$ cat config.mk
export PLATFORM = sky130hd
export DESIGN_NAME = red_serial
export DESIGN_NICKNAME = d
export VERILOG_FILES = /design/src/rtl/red_serial.sv
export SDC_FILE = /design/constraint.sdc
export NUM_CORES = 1
export LEC_CHECK = 0
export ABC_CLOCK_PERIOD_IN_PS = 2860
export CORE_AREA = 2 2 75 112
export CTS_CLUSTER_DIAMETER = 40
export DETAILED_ROUTE_END_ITERATION = 8
export DIE_AREA = 0 0 77 114
export PLACE_DENSITY = 0.71
export SLEW_MARGIN = 20
export SYNTH_ARGS = -nofsm -noshare
export SYNTH_HDL_FRONTEND = slang
export SYNTH_SLANG_ARGS = --single-unit
$ cat constraint.sdc
create_clock -name clk -period 2.86 [get_ports clk]
set_input_delay 0.286 -clock clk [delete_from_list [all_inputs] [get_ports clk]]
set_output_delay 0.286 -clock clk [all_outputs]
set_load 0.1 [all_outputs]
$ cat src/rtl/red_serial.sv
// Serial signed byte-lane reduction: sums the four signed bytes of A and B
// through one shared 10-bit adder over LO/HI/SUM steps, with a valid/ready handshake on both sides.
module red_serial (
  input  logic        clk,
  input  logic        rst_n,
  input  logic        in_valid,
  output logic        in_ready,
  input  logic [15:0] A,
  input  logic [15:0] B,
  output logic        out_valid,
  input  logic        out_ready,
  output logic [15:0] Out
);

  typedef enum logic [2:0] {
    IDLE = 3'd0,
    LO   = 3'd1,
    HI   = 3'd2,
    SUM  = 3'd3,
    HOLD = 3'd4
  } state_t;

  state_t      state_q;
  logic [15:0] a_q;
  logic [15:0] b_q;
  logic [8:0]  lo_q;
  logic [8:0]  hi_q;
  logic [15:0] out_q;
  logic        in_ready_q;
  logic        out_valid_q;

  logic [9:0]  add_a_s;
  logic [9:0]  add_b_s;
  logic [9:0]  add_sum_s;

  // Shared adder operand select: byte pairs in LO/HI, partial sums in SUM.
  always_comb begin
    add_a_s = 10'd0;
    add_b_s = 10'd0;
    case (state_q)
      LO: begin
        add_a_s = {{2{a_q[7]}}, a_q[7:0]};
        add_b_s = {{2{b_q[7]}}, b_q[7:0]};
      end
      HI: begin
        add_a_s = {{2{a_q[15]}}, a_q[15:8]};
        add_b_s = {{2{b_q[15]}}, b_q[15:8]};
      end
      SUM: begin
        add_a_s = {hi_q[8], hi_q};
        add_b_s = {lo_q[8], lo_q};
      end
      default: begin
        add_a_s = 10'd0;
        add_b_s = 10'd0;
      end
    endcase
    add_sum_s = add_a_s + add_b_s;
  end

  // Control FSM with registered handshake outputs and datapath registers.
  always_ff @(posedge clk or negedge rst_n) begin
    if (!rst_n) begin
      state_q     <= IDLE;
      a_q         <= 16'd0;
      b_q         <= 16'd0;
      lo_q        <= 9'd0;
      hi_q        <= 9'd0;
      out_q       <= 16'd0;
      in_ready_q  <= 1'b1;
      out_valid_q <= 1'b0;
    end else begin
      case (state_q)
        IDLE: begin
          if (in_valid) begin
            a_q        <= A;
            b_q        <= B;
            in_ready_q <= 1'b0;
            state_q    <= LO;
          end else begin
            state_q    <= IDLE;
          end
        end
        LO: begin
          lo_q    <= add_sum_s[8:0];
          state_q <= HI;
        end
        HI: begin
          hi_q    <= add_sum_s[8:0];
          state_q <= SUM;
        end
        SUM: begin
          out_q       <= {{6{add_sum_s[9]}}, add_sum_s};
          out_valid_q <= 1'b1;
          state_q     <= HOLD;
        end
        HOLD: begin
          // Out is deliberately left intact after the handoff.
          if (out_ready) begin
            out_valid_q <= 1'b0;
            in_ready_q  <= 1'b1;
            state_q     <= IDLE;
          end else begin
            state_q     <= HOLD;
          end
        end
        default: begin
          out_valid_q <= 1'b0;
          in_ready_q  <= 1'b1;
          state_q     <= IDLE;
        end
      endcase
    end
  end

  assign in_ready  = in_ready_q;
  assign out_valid = out_valid_q;
  assign Out       = out_q;

endmodule

---- Word-level counts from Yosys, hierarchy flattened ----
Index checks and enable logic that the tools add are counted.
operators by class
  reductions and logical operators ........ 6
  add/subtract/negate cells ............... 1
  bitwise logic cells ..................... 2
  mux-type cells .......................... 10
  eq/ne operators ......................... 6
operators by type and width
  operator                                        count
  case mux 10 bit (3 select lines)                2
  case mux 3 bit (5 select lines)                 1
  adder 10 bit                                    1
  == test 3 x 2 -> 1 bit (second input constant)  2
  case mux 1 bit (3 select lines)                 2
  OR reduction 3 bit                              2
  2-to-1 mux 1 bit                                4
  != test 2 bit (second input constant)           2
  AND reduction 2 bit                             2
  == test 3 x 1 -> 1 bit (second input constant)  1
  == test 3 bit (second input constant)           1
  logical NOT 3 bit                               1
  2-to-1 mux 3 bit                                1
  AND reduction 3 bit                             1
  inverter 1 bit                                  2
word-level totals
  input bits .............................. 36
  output and inout bits ................... 18
  bits in registers ....................... 65
  word-level logic and storage cells ...... 33

---- Logic depth before layout (Yosys ltp) ----
  word-level depth ........................ 4
  mapped depth ............................ 14
  depth with buffers taken out ............ 11

---- Worst setup path before layout ----
OpenSTA, ideal clock, no wires.
  path kind ............................... register to register
  start point ............................. reg state_q[0]
  end point ............................... reg out_q[8], in the netlist Out[8]
  buffers on the path ..................... 3
  data required time ...................... 2.714 ns
  path slack .............................. 0.118 ns
  stages on the path, launching flop included .. 15
  arrival ................................. 2.596 ns
  path through ............................ dfrtp_1 buf_6 nor2b_1 buf_4 buf_2 a22oi_1 nor2_1 ha_1 inv_1 fa_1 nor2b_2 o211ai_1 a31oi_1 mux2i_1 o311ai_0
between the ends
  word-level cells in the longest chain between the ends .. 3
  elaborated cells on any way between the ends .. 6
  classes of those cells .................. add/sub: 1; eq/ne: 3; mux: 2
ends and longest elaborated chain
  what                                                  line    source
  start: declaration                                    23      state_t state_q;
  start signal: assignment                              64      state_q <= IDLE;
  start signal: assignment                              79      state_q <= LO;
  start signal: assignment                              81      state_q <= IDLE;
  == test 3 x 2 -> 1 bit, or another cell as far along  40, 73
  case mux 10 bit (3 select lines)                      40      case (state_q)
  adder 10 bit                                          58      add_sum_s = add_a_s + add_b_s;
  end signal: assignment                                93      out_q <= {{6{add_sum_s[9]}}, add_sum_s};
  end: declaration                                      28      logic [15:0] out_q;
Several ways; a longest one is shown, not always the timed one.
A chain may end at the register's enable or synchronous reset.

---- Final worst setup path ----
  start point ............................. reg state_q[1]
  end point ............................... reg lo_q[8]
between the ends
  word-level cells in the longest chain between the ends .. 3
  elaborated cells on any way between the ends .. 6
  classes of those cells .................. add/sub: 1; eq/ne: 3; mux: 2
ends and longest elaborated chain
  what                                                                     line    source
  == test 3 x 2 -> 1 bit / == test 3 x 1 -> 1 bit (equally long branches)  40, 73
  case mux 10 bit (3 select lines)                                         40
  adder 10 bit                                                             58
  end signal: assignment                                                   85      lo_q <= add_sum_s[8:0];
  end: declaration                                                         26      logic [8:0] lo_q;
Several ways; a longest one is shown, not always the timed one.

==> out/metrics.yaml <==
clkLatencyLatePin_ns: 0.33
antenna_found_initial: 0
synth_area_leaders: "dfrtp_1, mux2_2, mux2_4, nand2_1, ha_1"
grt.overflow.total: 0
initial_core_util_pct: 43.39
diodes: 0
vias: 2450
finalHoldViolCount: 0
dieArea_um2: 8778
routed_via_density: 5.235
synth_edf_count: 0
cp_slowest_cell: "dfrtp_1"
core_um2: 7908
drt_pass1_iterations: 4
grt_max_degree: 35
yosysSeqAreaShare_pct: 47.45
crit_chain: "buf_4, mux2_2, a22oi_1, nor2_1, ha_2, inv_1, fa_2, nor2b_2, o211ai_1, a31oi_2, buf_4, mux2i_1, o311ai_1"
grt_pass1_vias: 2547
synthFlopType: "dfrtp_1"
dpl_worst_slack_ns: 0.03182
io_buffer_count: 53
endpoint_kind: "flop"
clock-sinks: 65
critPathKind: "flop to flop"
drt_iter0_drc: 104
finalSetupViolations: 0
rrSetupSlack_ns: 0.19
grt_pass1_wl_um: 12500
finalCritPeriodShare_pct: 93.32
rsz0062_at_grt: "yes"
syn-num-nets: 357
netlist-cell-type-count: 43
avgSynthCellArea_um2: 11.03
hold_path.class: "primary input to async pin"
pin_count: 54
place_hpwl_um: 5321
drcViolationCount: 0
worst-endpoint-arrival_ns: 2.86
die_width_um: 77
h-tree-depth: 3
syn_area_um2: 3431
start_kind: "flop"
synthToLayoutAreaGrowth_pct: 24.95
cts_hold_buf: 0
synthArstFlopShare_pct: 100.0
fin_nets: 404
drv_slew: 0
cts_buffer_depth: 2
synth.largest_area_cell: "dfrtp_1"
cts_buffers: 9
ys_ff_latch: 65
final.setup_skew_ns: 0.005254
outcome: "completed"
tightest_slew_ns: 0.7693
yosys_warnings: 0
root_buffer: "clkbuf_16"
finalWorstSetupSlack_ns: 0.1911
clk_pin_slew_worst_paths_ns: 0.06
crit_top_cell: "buf_4"
yosysMostFrequentCell: "dfrtp_1"
maxCapViolCount: 0
synthTopCellsByCount: "dfrtp_1, nand2_1, mux2_2"
path_max_fanout: 6
antenna_left: 0
synth_top_area_share_pct: 46.68
period_minus_slack_ns: 2.669
worstPathRequired_ns: 3.05
finalWeightedCongestion: 0.8467
grtUsageTotal_pct: 18.57
layout-drive-gt1-share_pct: 27.55
relSlewSlack_pct: 48.72
slowest_delay_ns: 0.40
rows: 40
fmax_ghz: 0.3747
wl_per_cell_um: 15.93
syn_inst: 311
cts_tree: "built"
wl_um: 7455
fp.dieH_um: 114
[stage by stage]
stage	setup TNS (ns)	hold WS (ns)	instances	cell area [um^2]	utilization, %
after floorplan	0	-0.009591	311	3431	-
after global placement	0	0.3912	450	3941	49.84
after detailed placement	0	0.3959	450	3941	49.84
after CTS	0	0.03963	466	4239	53.61
after global routing	-0.0004712	0.09005	468	4287	54.21
final	0	0.02150	468	4287	54.21
[worst paths after layout]
check | start | cells after the start | end
worst min-delay path | rst_n | 1 | a_q[15]
worst max-delay path | state_q[1] | 13 | lo_q[8]
worst min register to register | Out[0] | 2 | Out[0]
worst max register to register | state_q[1] | 13 | lo_q[8]
min in group clk | Out[0] | 2 | Out[0]
max in group asynchronous | rst_n | 2 | hi_q[0]
[area by class of cell]
cell class,count,area [um^2]
clock buffer,11,242.7
clock inverter,5,55.05
fill,697,3621
inverter,8,30.03
multi-input combinational,211,1628
sequential,65,1628
tap,105,131.4
timing repair buffer,63,571.8
[cells in the final DEF (no fill, tap or decap), types with 5 or more instances in the layout]
master	instances
ha_1	8
clkdlybuf4s50_1	34
clkbuf_16	9
inv_1	8
o21ai_0	20
nand2_1	38
o21ai_1	5
buf_4	26
mux2_4	20
mux2_2	27
a21oi_1	11
a22oi_1	12
nor2_1	19
dfrtp_1	64
[logic make-up (layout without fill, tap and decap cells)]
logic type | Yosys count | in the layout | synth area share [%]
compound gates | 68 | 68 | 12.15
xor+xnor | 5 | 5 | 1.277
fa+ha+maj | 10 | 10 | 3.866
buf+inv | 35 | 87 | 5.944
flops | 65 | 65 | 47.45
mux | 50 | 50 | 18.53
simple gates | 78 | 78 | 10.80
[per-layer routing]
layer / track usage (%) / vias to the layer above / routed length (um)
met1: 21.14 / 1198 / 2922
met3: 4.114 / 19 / 248
met5: 0 / - / 0
met4: 10.12 / 0 / 257
li1: - / 1177 / -
met2: 32.34 / 56 / 4027
[worst max-delay path, delay by kind of cell (launching register included)]
family	cells	cell delay (ns)
AO/OA/AOI/OAI	4	0.56
adder cells (fa/ha/maj)	2	0.55
buffers and inverters	3	0.39
flip-flops	1	0.40
multiplexers	2	0.39
AND/OR/NAND/NOR	2	0.25
[state kept, by name, summed over array words and instances (netlist names)]
signal,count
lo_q,9
out_valid,1
b_q,16
in_ready,1
a_q,16
hi_q,9
Out,10
state_q,3
[timing repair]
item	CTS	global route
endpoints found under the hold margin	0	0
endpoints found under the setup margin	0	6
resized for setup	0	8
setup buffers	0	2
Power is not shown: default switching activity piles up to over one toggle a cycle in this logic, so the estimate is an artifact.
